File: src/rtl/riscv_mem_arbiter_if.sv
// Bus bundle between the IF/MEM pipeline stages, the arbiter and the
// single-ported unified memory. The arbiter uses the slave view; the
// surrounding pipeline/memory environment uses the master view.
interface riscv_mem_arbiter_if #(
   parameter int WORD_SIZE = 32
);
   // fetch port
   logic                   if_req_i;
   logic [WORD_SIZE-1:0]   if_addr_i;
   logic                   if_gnt_o;
   logic                   if_rvalid_o;
   logic [WORD_SIZE-1:0]   if_rdata_o;
   logic                   if_err_o;
   // data port
   logic                   dm_req_i;
   logic                   dm_we_i;
   logic [WORD_SIZE/8-1:0] dm_be_i;
   logic [WORD_SIZE-1:0]   dm_addr_i;
   logic [WORD_SIZE-1:0]   dm_wdata_i;
   logic                   dm_gnt_o;
   logic                   dm_rvalid_o;
   logic [WORD_SIZE-1:0]   dm_rdata_o;
   logic                   dm_err_o;
   // memory port
   logic                   mem_req_o;
   logic                   mem_we_o;
   logic [WORD_SIZE/8-1:0] mem_be_o;
   logic [WORD_SIZE-1:0]   mem_addr_o;
   logic [WORD_SIZE-1:0]   mem_wdata_o;
   logic                   mem_gnt_i;
   logic                   mem_rvalid_i;
   logic [WORD_SIZE-1:0]   mem_rdata_i;
   // status
   logic                   busy_o;

   modport slave (
      input  if_req_i, if_addr_i,
      output if_gnt_o, if_rvalid_o, if_rdata_o, if_err_o,
      input  dm_req_i, dm_we_i, dm_be_i, dm_addr_i, dm_wdata_i,
      output dm_gnt_o, dm_rvalid_o, dm_rdata_o, dm_err_o,
      output mem_req_o, mem_we_o, mem_be_o, mem_addr_o, mem_wdata_o,
      input  mem_gnt_i, mem_rvalid_i, mem_rdata_i,
      output busy_o
   );

   modport master (
      output if_req_i, if_addr_i,
      input  if_gnt_o, if_rvalid_o, if_rdata_o, if_err_o,
      output dm_req_i, dm_we_i, dm_be_i, dm_addr_i, dm_wdata_i,
      input  dm_gnt_o, dm_rvalid_o, dm_rdata_o, dm_err_o,
      input  mem_req_o, mem_we_o, mem_be_o, mem_addr_o, mem_wdata_o,
      output mem_gnt_i, mem_rvalid_i, mem_rdata_i,
      input  busy_o
   );
endinterface

File: src/rtl/riscv_mem_arbiter.sv
// Single-outstanding arbiter for a unified memory shared by instruction
// fetch and the MEM-stage data port. Data normally wins, but a fetch that
// has waited through STARVE_LIMIT data grants is served next. A hung
// memory is released after TIMEOUT_CYCLES with an error response.
//
// state  | meaning
// S_IDLE | no transaction outstanding; arbitrate and offer request to memory
// S_WAIT | one transaction accepted by memory; waiting for its response
module riscv_mem_arbiter #(
   parameter int WORD_SIZE      = 32,
   parameter int STARVE_LIMIT   = 4,
   parameter int TIMEOUT_CYCLES = 16
) (
   input logic              clk_i,
   input logic              rst_i,
   riscv_mem_arbiter_if.slave bus
);
   localparam int STARVE_W = $clog2(STARVE_LIMIT + 1);
   localparam int TMO_W    = (TIMEOUT_CYCLES > 0) ? $clog2(TIMEOUT_CYCLES + 1) : 1;
   localparam bit TMO_EN   = (TIMEOUT_CYCLES > 0);
   localparam logic [STARVE_W-1:0] STARVE_MAX = STARVE_W'(STARVE_LIMIT);
   localparam logic [TMO_W-1:0]    TMO_LAST   =
      TMO_W'((TIMEOUT_CYCLES > 0) ? TIMEOUT_CYCLES - 1 : 0);

   typedef enum logic {S_IDLE, S_WAIT} state_t;
   typedef enum logic {OWN_DM, OWN_IF} owner_t;

   state_t                r_state;
   owner_t                r_owner;
   logic [STARVE_W-1:0]   r_starve_cnt;
   logic [TMO_W-1:0]      r_tmo_cnt;

   logic                  w_idle;
   logic                  w_wait;
   logic                  w_any_req;
   logic                  w_sel_if;
   logic                  w_hs;
   logic                  w_if_gnt;
   logic                  w_dm_gnt;
   logic                  w_tmo;
   logic                  w_resp;
   logic                  w_resp_if;
   logic                  w_resp_dm;
   logic [WORD_SIZE-1:0]  w_resp_data;

   // Outputs are forced quiet while reset is asserted, so a transaction
   // abandoned by reset can never produce a response or a grant.
   assign w_idle    = (r_state == S_IDLE) && !rst_i;
   assign w_wait    = (r_state == S_WAIT) && !rst_i;
   assign w_any_req = bus.if_req_i || bus.dm_req_i;
   assign w_sel_if  = bus.if_req_i && (!bus.dm_req_i || (r_starve_cnt == STARVE_MAX));
   assign w_hs      = w_idle && w_any_req && bus.mem_gnt_i;
   assign w_if_gnt  = w_hs && w_sel_if;
   assign w_dm_gnt  = w_hs && !w_sel_if;

   // A real response arriving on the last allowed cycle beats the timeout.
   assign w_tmo       = TMO_EN && w_wait && !bus.mem_rvalid_i && (r_tmo_cnt == TMO_LAST);
   assign w_resp      = w_wait && (bus.mem_rvalid_i || w_tmo);
   assign w_resp_if   = w_resp && (r_owner == OWN_IF);
   assign w_resp_dm   = w_resp && (r_owner == OWN_DM);
   assign w_resp_data = bus.mem_rvalid_i ? bus.mem_rdata_i : '0;

   assign bus.if_gnt_o    = w_if_gnt;
   assign bus.dm_gnt_o    = w_dm_gnt;
   assign bus.if_rvalid_o = w_resp_if;
   assign bus.if_rdata_o  = w_resp_if ? w_resp_data : '0;
   assign bus.if_err_o    = w_resp_if && w_tmo;
   assign bus.dm_rvalid_o = w_resp_dm;
   assign bus.dm_rdata_o  = w_resp_dm ? w_resp_data : '0;
   assign bus.dm_err_o    = w_resp_dm && w_tmo;
   assign bus.busy_o      = w_wait;

   // Present the selected requester to memory; fetch is a full-word read.
   always_comb begin
      bus.mem_req_o   = 1'b0;
      bus.mem_we_o    = 1'b0;
      bus.mem_be_o    = '0;
      bus.mem_addr_o  = '0;
      bus.mem_wdata_o = '0;
      if (w_idle && w_any_req) begin
         bus.mem_req_o = 1'b1;
         if (w_sel_if) begin
            bus.mem_be_o   = '1;
            bus.mem_addr_o = bus.if_addr_i;
         end else begin
            bus.mem_we_o    = bus.dm_we_i;
            bus.mem_be_o    = bus.dm_be_i;
            bus.mem_addr_o  = bus.dm_addr_i;
            bus.mem_wdata_o = bus.dm_wdata_i;
         end
      end
   end

   // Arbitration state, response timer and fetch-starvation counter.
   always_ff @(posedge clk_i) begin
      if (rst_i) begin
         r_state      <= S_IDLE;
         r_owner      <= OWN_DM;
         r_starve_cnt <= '0;
         r_tmo_cnt    <= '0;
      end else begin
         case (r_state)
            S_IDLE: begin
               if (w_hs) begin
                  r_state   <= S_WAIT;
                  r_owner   <= w_sel_if ? OWN_IF : OWN_DM;
                  r_tmo_cnt <= '0;
               end
            end
            S_WAIT: begin
               if (w_resp) begin
                  r_state <= S_IDLE;
               end else if (TMO_EN) begin
                  r_tmo_cnt <= r_tmo_cnt + 1'b1;
               end
            end
            default: r_state <= S_IDLE;
         endcase

         if (!bus.if_req_i || w_if_gnt) begin
            r_starve_cnt <= '0;
         end else if (w_dm_gnt && (r_starve_cnt != STARVE_MAX)) begin
            r_starve_cnt <= r_starve_cnt + 1'b1;
         end
      end
   end
endmodule

File: src/flat_wrapper.sv
// flat-port wrapper written by rule: the top's interface ports become plain ports
module riscv_mem_arbiter_flat 
#(
   parameter int WORD_SIZE      = 32,
   parameter int STARVE_LIMIT   = 4,
   parameter int TIMEOUT_CYCLES = 16
)
  (clk_i, rst_i, bus_if_req_i, bus_if_addr_i, bus_if_gnt_o, bus_if_rvalid_o, bus_if_rdata_o, bus_if_err_o, bus_dm_req_i, bus_dm_we_i, bus_dm_be_i, bus_dm_addr_i, bus_dm_wdata_i, bus_dm_gnt_o, bus_dm_rvalid_o, bus_dm_rdata_o, bus_dm_err_o, bus_mem_req_o, bus_mem_we_o, bus_mem_be_o, bus_mem_addr_o, bus_mem_wdata_o, bus_mem_gnt_i, bus_mem_rvalid_i, bus_mem_rdata_i, bus_busy_o);
  riscv_mem_arbiter_if #(.WORD_SIZE(WORD_SIZE)) bus_i ();
  input logic clk_i;
  input logic rst_i;
  input wire logic [$bits(bus_i.if_req_i)-1:0] bus_if_req_i;
  input wire logic [$bits(bus_i.if_addr_i)-1:0] bus_if_addr_i;
  output wire logic [$bits(bus_i.if_gnt_o)-1:0] bus_if_gnt_o;
  output wire logic [$bits(bus_i.if_rvalid_o)-1:0] bus_if_rvalid_o;
  output wire logic [$bits(bus_i.if_rdata_o)-1:0] bus_if_rdata_o;
  output wire logic [$bits(bus_i.if_err_o)-1:0] bus_if_err_o;
  input wire logic [$bits(bus_i.dm_req_i)-1:0] bus_dm_req_i;
  input wire logic [$bits(bus_i.dm_we_i)-1:0] bus_dm_we_i;
  input wire logic [$bits(bus_i.dm_be_i)-1:0] bus_dm_be_i;
  input wire logic [$bits(bus_i.dm_addr_i)-1:0] bus_dm_addr_i;
  input wire logic [$bits(bus_i.dm_wdata_i)-1:0] bus_dm_wdata_i;
  output wire logic [$bits(bus_i.dm_gnt_o)-1:0] bus_dm_gnt_o;
  output wire logic [$bits(bus_i.dm_rvalid_o)-1:0] bus_dm_rvalid_o;
  output wire logic [$bits(bus_i.dm_rdata_o)-1:0] bus_dm_rdata_o;
  output wire logic [$bits(bus_i.dm_err_o)-1:0] bus_dm_err_o;
  output wire logic [$bits(bus_i.mem_req_o)-1:0] bus_mem_req_o;
  output wire logic [$bits(bus_i.mem_we_o)-1:0] bus_mem_we_o;
  output wire logic [$bits(bus_i.mem_be_o)-1:0] bus_mem_be_o;
  output wire logic [$bits(bus_i.mem_addr_o)-1:0] bus_mem_addr_o;
  output wire logic [$bits(bus_i.mem_wdata_o)-1:0] bus_mem_wdata_o;
  input wire logic [$bits(bus_i.mem_gnt_i)-1:0] bus_mem_gnt_i;
  input wire logic [$bits(bus_i.mem_rvalid_i)-1:0] bus_mem_rvalid_i;
  input wire logic [$bits(bus_i.mem_rdata_i)-1:0] bus_mem_rdata_i;
  output wire logic [$bits(bus_i.busy_o)-1:0] bus_busy_o;
  assign bus_i.if_req_i = bus_if_req_i;
  assign bus_i.if_addr_i = bus_if_addr_i;
  assign bus_if_gnt_o = bus_i.if_gnt_o;
  assign bus_if_rvalid_o = bus_i.if_rvalid_o;
  assign bus_if_rdata_o = bus_i.if_rdata_o;
  assign bus_if_err_o = bus_i.if_err_o;
  assign bus_i.dm_req_i = bus_dm_req_i;
  assign bus_i.dm_we_i = bus_dm_we_i;
  assign bus_i.dm_be_i = bus_dm_be_i;
  assign bus_i.dm_addr_i = bus_dm_addr_i;
  assign bus_i.dm_wdata_i = bus_dm_wdata_i;
  assign bus_dm_gnt_o = bus_i.dm_gnt_o;
  assign bus_dm_rvalid_o = bus_i.dm_rvalid_o;
  assign bus_dm_rdata_o = bus_i.dm_rdata_o;
  assign bus_dm_err_o = bus_i.dm_err_o;
  assign bus_mem_req_o = bus_i.mem_req_o;
  assign bus_mem_we_o = bus_i.mem_we_o;
  assign bus_mem_be_o = bus_i.mem_be_o;
  assign bus_mem_addr_o = bus_i.mem_addr_o;
  assign bus_mem_wdata_o = bus_i.mem_wdata_o;
  assign bus_i.mem_gnt_i = bus_mem_gnt_i;
  assign bus_i.mem_rvalid_i = bus_mem_rvalid_i;
  assign bus_i.mem_rdata_i = bus_mem_rdata_i;
  assign bus_busy_o = bus_i.busy_o;
  riscv_mem_arbiter #(.WORD_SIZE(WORD_SIZE), .STARVE_LIMIT(STARVE_LIMIT), .TIMEOUT_CYCLES(TIMEOUT_CYCLES)) u_core (.clk_i(clk_i), .rst_i(rst_i), .bus(bus_i));
endmodule
File: config.mk
export PLATFORM = sky130hd
export DESIGN_NAME = riscv_mem_arbiter_flat
export DESIGN_NICKNAME = d
export VERILOG_FILES = /design/src/rtl/riscv_mem_arbiter_if.sv /design/src/rtl/riscv_mem_arbiter.sv /design/src/flat_wrapper.sv
export SDC_FILE = /design/constraint.sdc
export NUM_CORES = 1
export LEC_CHECK = 0
export BUFFER_PORTS_ARGS = -buffer_cell sky130_fd_sc_hd__buf_4
export CAP_MARGIN = 15
export CORE_AREA = 2 2 109 111
export CTS_CLUSTER_DIAMETER = 50
export DETAILED_ROUTE_END_ITERATION = 10
export DIE_AREA = 0 0 111 113
export PLACE_DENSITY = 0.46
export SLEW_MARGIN = 10
export SYNTH_ARGS = -nofsm -noshare
export SYNTH_HDL_FRONTEND = slang
export SYNTH_SLANG_ARGS = --single-unit
File: constraint.sdc
create_clock -name clk_i -period 1.8 [get_ports clk_i]
set_input_delay 0.09 -clock clk_i [delete_from_list [all_inputs] [get_ports clk_i]]
set_output_delay 0.09 -clock clk_i [all_outputs]
set_load 0.05 [all_outputs]
==> Yosys cells after proc, flatten, opt, wreduce, memory -nomap -nowiden <==
Cells that the tools add are included.
{ "totals": {"register_bits": 10, "in_bits": 139, "output_inout_bits": 141} }
{ "op_classes": {"n_reduce_logical": 27, "muxes": 19, "add_sub_neg": 2, "n_bitwise": 2, "eq_ne": 5} }
{ "ops": {"columns": ["operator", "count"], "rows": [
  ["$mux 32", 7],
  ["$logic_and 1x1->1", 15],
  ["$mux 5", 2],
  ["$pmux 5 s2", 1],
  ["$mux 4", 2],
  ["$mux 1", 6],
  ["$add 5x1->5 const B", 1],
  ["$eq 5x4->1 const B", 1],
  ["$logic_not 1->1", 5],
  ["$logic_or 1x1->1", 4],
  ["$reduce_and 2->1", 2],
  ["$add 3x1->3 const B", 1],
  ["$eq 3x3->1 const B", 1],
  ["$ne 3x3->1 const B", 1],
  ["$ne 2x1->1 const B", 1],
  ["$ne 2x2->1 const B", 1],
  ["$not 1->1", 2],
  ["$pmux 1 s2", 1],
  ["$reduce_or 2->1", 1]
]} }

==> Depth between registers and ports, before layout <==
{ "depth": {"word_depth": 8, "mapped_depth": 8, "depth_no_buf": 7} }

==> Least setup slack after synthesis <==
No wires, ideal clock.
{ "synth_path": {"kind": "register to output", "start": "register u_core.r_tmo_cnt[0]", "end": "output port bus_dm_err_o", "stages_incl_launch_ff": 5, "arrival_ns": 2.473, "n_path_buf": 0, "slack_ns": -0.763, "path_cell_list": "dfxtp_1 > ha_1 > and3_1 > ha_1 > nor4b_1"} }
{ "synth_between": {"elab_chain_len": 6} }
{ "synth_rtl": {"columns": ["element", "line", "source"], "rows": [
  ["from (decl)", "riscv_mem_arbiter.sv:31", "logic [TMO_W-1:0] r_tmo_cnt;"],
  ["from (signal assigned)", "riscv_mem_arbiter.sv:114", "r_tmo_cnt <= r_tmo_cnt + 1'b1;"],
  ["$eq 5x4->1 (*)", "riscv_mem_arbiter.sv:57", "assign w_tmo = TMO_EN && w_wait && !bus.mem_rvalid_i && (r_tmo_cnt == TMO_LAST);"],
  ["$logic_and 1x1->1 (*)", "riscv_mem_arbiter.sv:57", null],
  ["$logic_or 1x1->1", "riscv_mem_arbiter.sv:58", "assign w_resp = w_wait && (bus.mem_rvalid_i || w_tmo);"],
  ["$logic_and 1x1->1", "riscv_mem_arbiter.sv:58", null],
  ["$logic_and 1x1->1", "riscv_mem_arbiter.sv:60", "assign w_resp_dm = w_resp && (r_owner == OWN_DM);"],
  ["$logic_and 1x1->1 (*)", "riscv_mem_arbiter.sv:70", "assign bus.dm_err_o = w_resp_dm && w_tmo;"],
  ["to (decl)", "flat_wrapper.sv:26", "output wire logic [$bits(bus_i.dm_err_o)-1:0] bus_dm_err_o;"]
]} }
Every way passes the cells marked *; elsewhere a longest branch is shown, timed or not.

==> Worst setup path in the final report <==
{ "layout_path": {"start": "register u_core.r_tmo_cnt[1]", "end": "output port bus_dm_rdata_o[4]"} }
{ "layout_between": {"elab_chain_len": 6} }
{ "layout_rtl": {"columns": ["element", "line", "source"], "rows": [
  ["$eq 5x4->1", "riscv_mem_arbiter.sv:57", null],
  ["$logic_and 1x1->1", "riscv_mem_arbiter.sv:57", null],
  ["$logic_or 1x1->1", "riscv_mem_arbiter.sv:58", null],
  ["$logic_and 1x1->1", "riscv_mem_arbiter.sv:58", null],
  ["$logic_and 1x1->1", "riscv_mem_arbiter.sv:60", null],
  ["$mux 32", "riscv_mem_arbiter.sv:69", "assign bus.dm_rdata_o = w_resp_dm ? w_resp_data : '0;"],
  ["to (decl)", "flat_wrapper.sv:25", "output wire logic [$bits(bus_i.dm_rdata_o)-1:0] bus_dm_rdata_o;"]
]} }
Every way passes these cells.

==> metrics.yaml <==
status: "complete, but fails checks"
violations: "setup timing"
power_density_mw_per_mm2: 302
drc: 0
grt-ovfl-total: 0
crit_chain: "ha_4, and3_4, ha_4, nor2_2, or3_4, clkbuf_16, nor2_4, buf_8"
gp_congestion: 0.853
setup_viol: 120
slew_headroom: 0.748
placed_area_mm2: 0.00489
fin_crit_ns: 2.02
critPathKind: "flop to primary output"
cp-start-kind: "flop"
dp_slack_ns: -0.0248
post_drt_wl_per_cell_um: 15.2
ant_nets: 0
required_ns: 1.71
die-area_mm2: 0.0125
r2r_start: "u_core.r_tmo_cnt[1]"
floorplan.rows: 39
antenna_found_initial: 0
rsz0062_at_grt: "true"
ys_seq_elements: 10
synth_top_area_share: 0.218
io_pins: 280
period_share: 1.12
viasPerCell: 4.34
yosysSeqAreaShare: 0.112
antenna_cells: 0
n_fill_cell: 956
finalHoldViolations: 0
clock-sinks: 10
num_vias: 3424
fmax_ghz: 0.496
crit_slowest_cell: "or3_4"
clock_latency_ns: 0.23
numCtsBuffers: 3
cpPeakStageDelay_ns: 0.40
hold_buffers: 0
layout_setup_ws_ns: -0.218
crit_buf_inv: 2
min_path_type: "input pin to flop"
yosys.area.top_type: "nand2_1"
syn_to_final_growth_pct: 285
drt_first_pass_iters: 4
cp.arrival_ns: 1.93
vdd_drop_max_mv: 0.218
drive_gt1_frac: 0.858
track_usage: 0.172
synth_area_mm2: 0.00179
layout_commonest_cell: "buf_4"
dieHeight_um: 113
clock_skew_ns: 0.000876
synthCells: 332
grt_pass1_vias: 3587
die_x_um: 111
core-area_mm2: 0.0113
grt_start_max_net_pins: 38
clk_pin_slew_ns: 0.04
final_util: 0.611
cts_max_path_buffers: 2
synth_fp_nets: 475
p_leak_nw: 3.10
regArea_um2: 205
nNetsFinal: 791
critPathCaptureType: "primary output"
design_area_mm2: 0.00689
tightest_slew_ns: 0.378
cts_tree: "done"
clockRootBuffer: "clkbuf_16"
crit_fanout: 8
r2r_slack_ns: -0.09
hold_start: "rst_i"
crit_start: "u_core.r_tmo_cnt[1]"
htree_num_levels: 1
slew_viol_final: 0
port_buffers: 279
crit_family: "simple AND/OR/NAND/NOR gates"
dp_hpwl_um: 8480
layout_common_cells: "buf_4, buf_6, buf_8"
multiInputGateArea_mm2: 0.00259
synth_area_leaders: "nand2_1, and2_1, a21oi_1"
drt_iter0_drc: 97
drv_cap: 0
grt_pass1_wl_um: 18000
routed_wl_um: 12000
synth_cell_types: 28
cp_common_cell: "ha_4"
synth_area_per_cell_um2: 5.38
initial_core_util: 0.159
ys_warn_count: 0
-- routing by layer --
layer | global-route usage | vias to the layer above | part of all wire
li1 | - | 1685 | -
met1 | 0.180 | 1562 | 0.35
met2 | 0.342 | 171 | 0.55
met3 | 0.0520 | 6 | 0.090
met4 | 0.0300 | 0 | 0.0072
met5 | 0 | - | 0
-- final timing paths --
path                               to  cells after the start
setup / recovery    bus_dm_rdata_o[4]                      8
hold / removal    u_core.r_tmo_cnt[1]                      2
setup reg to reg  u_core.r_tmo_cnt[0]                     10
hold reg to reg   u_core.r_tmo_cnt[4]                      2
-- report_power, final --
group	switching, W	leakage [nW]	internal (W)
logic	0.000801	2.98	0.000671
registers	0.00000279	0.0828	0.000227
clock network	0.0000891	0.0370	0.000287
total	0.000893	3.10	0.00118
-- Yosys cell counts --
| master | n |
|---|---|
| nand2_1 | 104 |
| clkbuf_1 | 9 |
| inv_2 | 1 |
| o21bai_2 | 1 |
| nor2_1 | 47 |
| inv_1 | 8 |
| and3_1 | 3 |
| ha_1 | 4 |
| nand2b_1 | 2 |
| buf_2 | 9 |
| nor3_1 | 4 |
| dfxtp_1 | 10 |
| or2_1 | 1 |
| o211a_1 | 1 |
| a21oi_1 | 41 |
| xor2_1 | 3 |
| and4b_1 | 1 |
| o2111ai_1 | 2 |
| buf_6 | 3 |
| nand3b_1 | 2 |
| clkbuf_2 | 3 |
| nor2_2 | 29 |
| a21o_1 | 1 |
| buf_4 | 2 |
| nor4b_1 | 1 |
| or3_1 | 1 |
| nand3_1 | 6 |
| and2_1 | 33 |
-- sequential cells by signal (all words and copies together) (netlist names) --
name / flops
u_core.r_starve_cnt: 3
u_core.r_tmo_cnt: 5
u_core.r_state: 1
u_core.r_owner: 1
-- metrics by stage --
step / instances / TNS, ns / hold WS [ns] / total power (W)
floorplan: 332 / -0.373 / 0.267 / 0.000905
global placement: 747 / -0.00868 / 0.336 / 0.00135
detailed placement: 747 / -0.123 / 0.345 / 0.00135
CTS: 779 / -12.02 / 0.110 / 0.00195
global route: 789 / -20.35 / 0.126 / 0.00217
finish: 789 / -12.05 / 0.112 / 0.00208
-- layout make-up --
class,instances,share of cell area
Timing Repair Buffer,337,0.553
Multi-Input combinational cell,287,0.376
Sequential cell,10,0.0298
Tap cell,143,0.0260
Clock buffer,3,0.0109
Inverter,9,0.00491
-- timing repair --
item | 4_1_cts | 5_1_grt
resized for setup | 237 | 141
pin swaps | 56 | 55
buffers inserted | 17 | 8
endpoints found under the setup margin | 130 | 142
cloned | 12 | 4
endpoints found under the hold margin | 0 | 0
-- cell families (layout without fill, tap and decap cells) --
family / after synthesis / after routing / synth area share
DFF: 10 / 10 / 0.112
adders and majority gates: 4 / 4 / 0.0280
AOI/OAI and AO/OA: 46 / 46 / 0.141
buffers and inverters: 35 / 349 / 0.0987
and+or+nand+nor: 234 / 234 / 0.606
xor gates and xnor gates: 3 / 3 / 0.0147
Note: power is estimated with default switching activity, not from simulation.
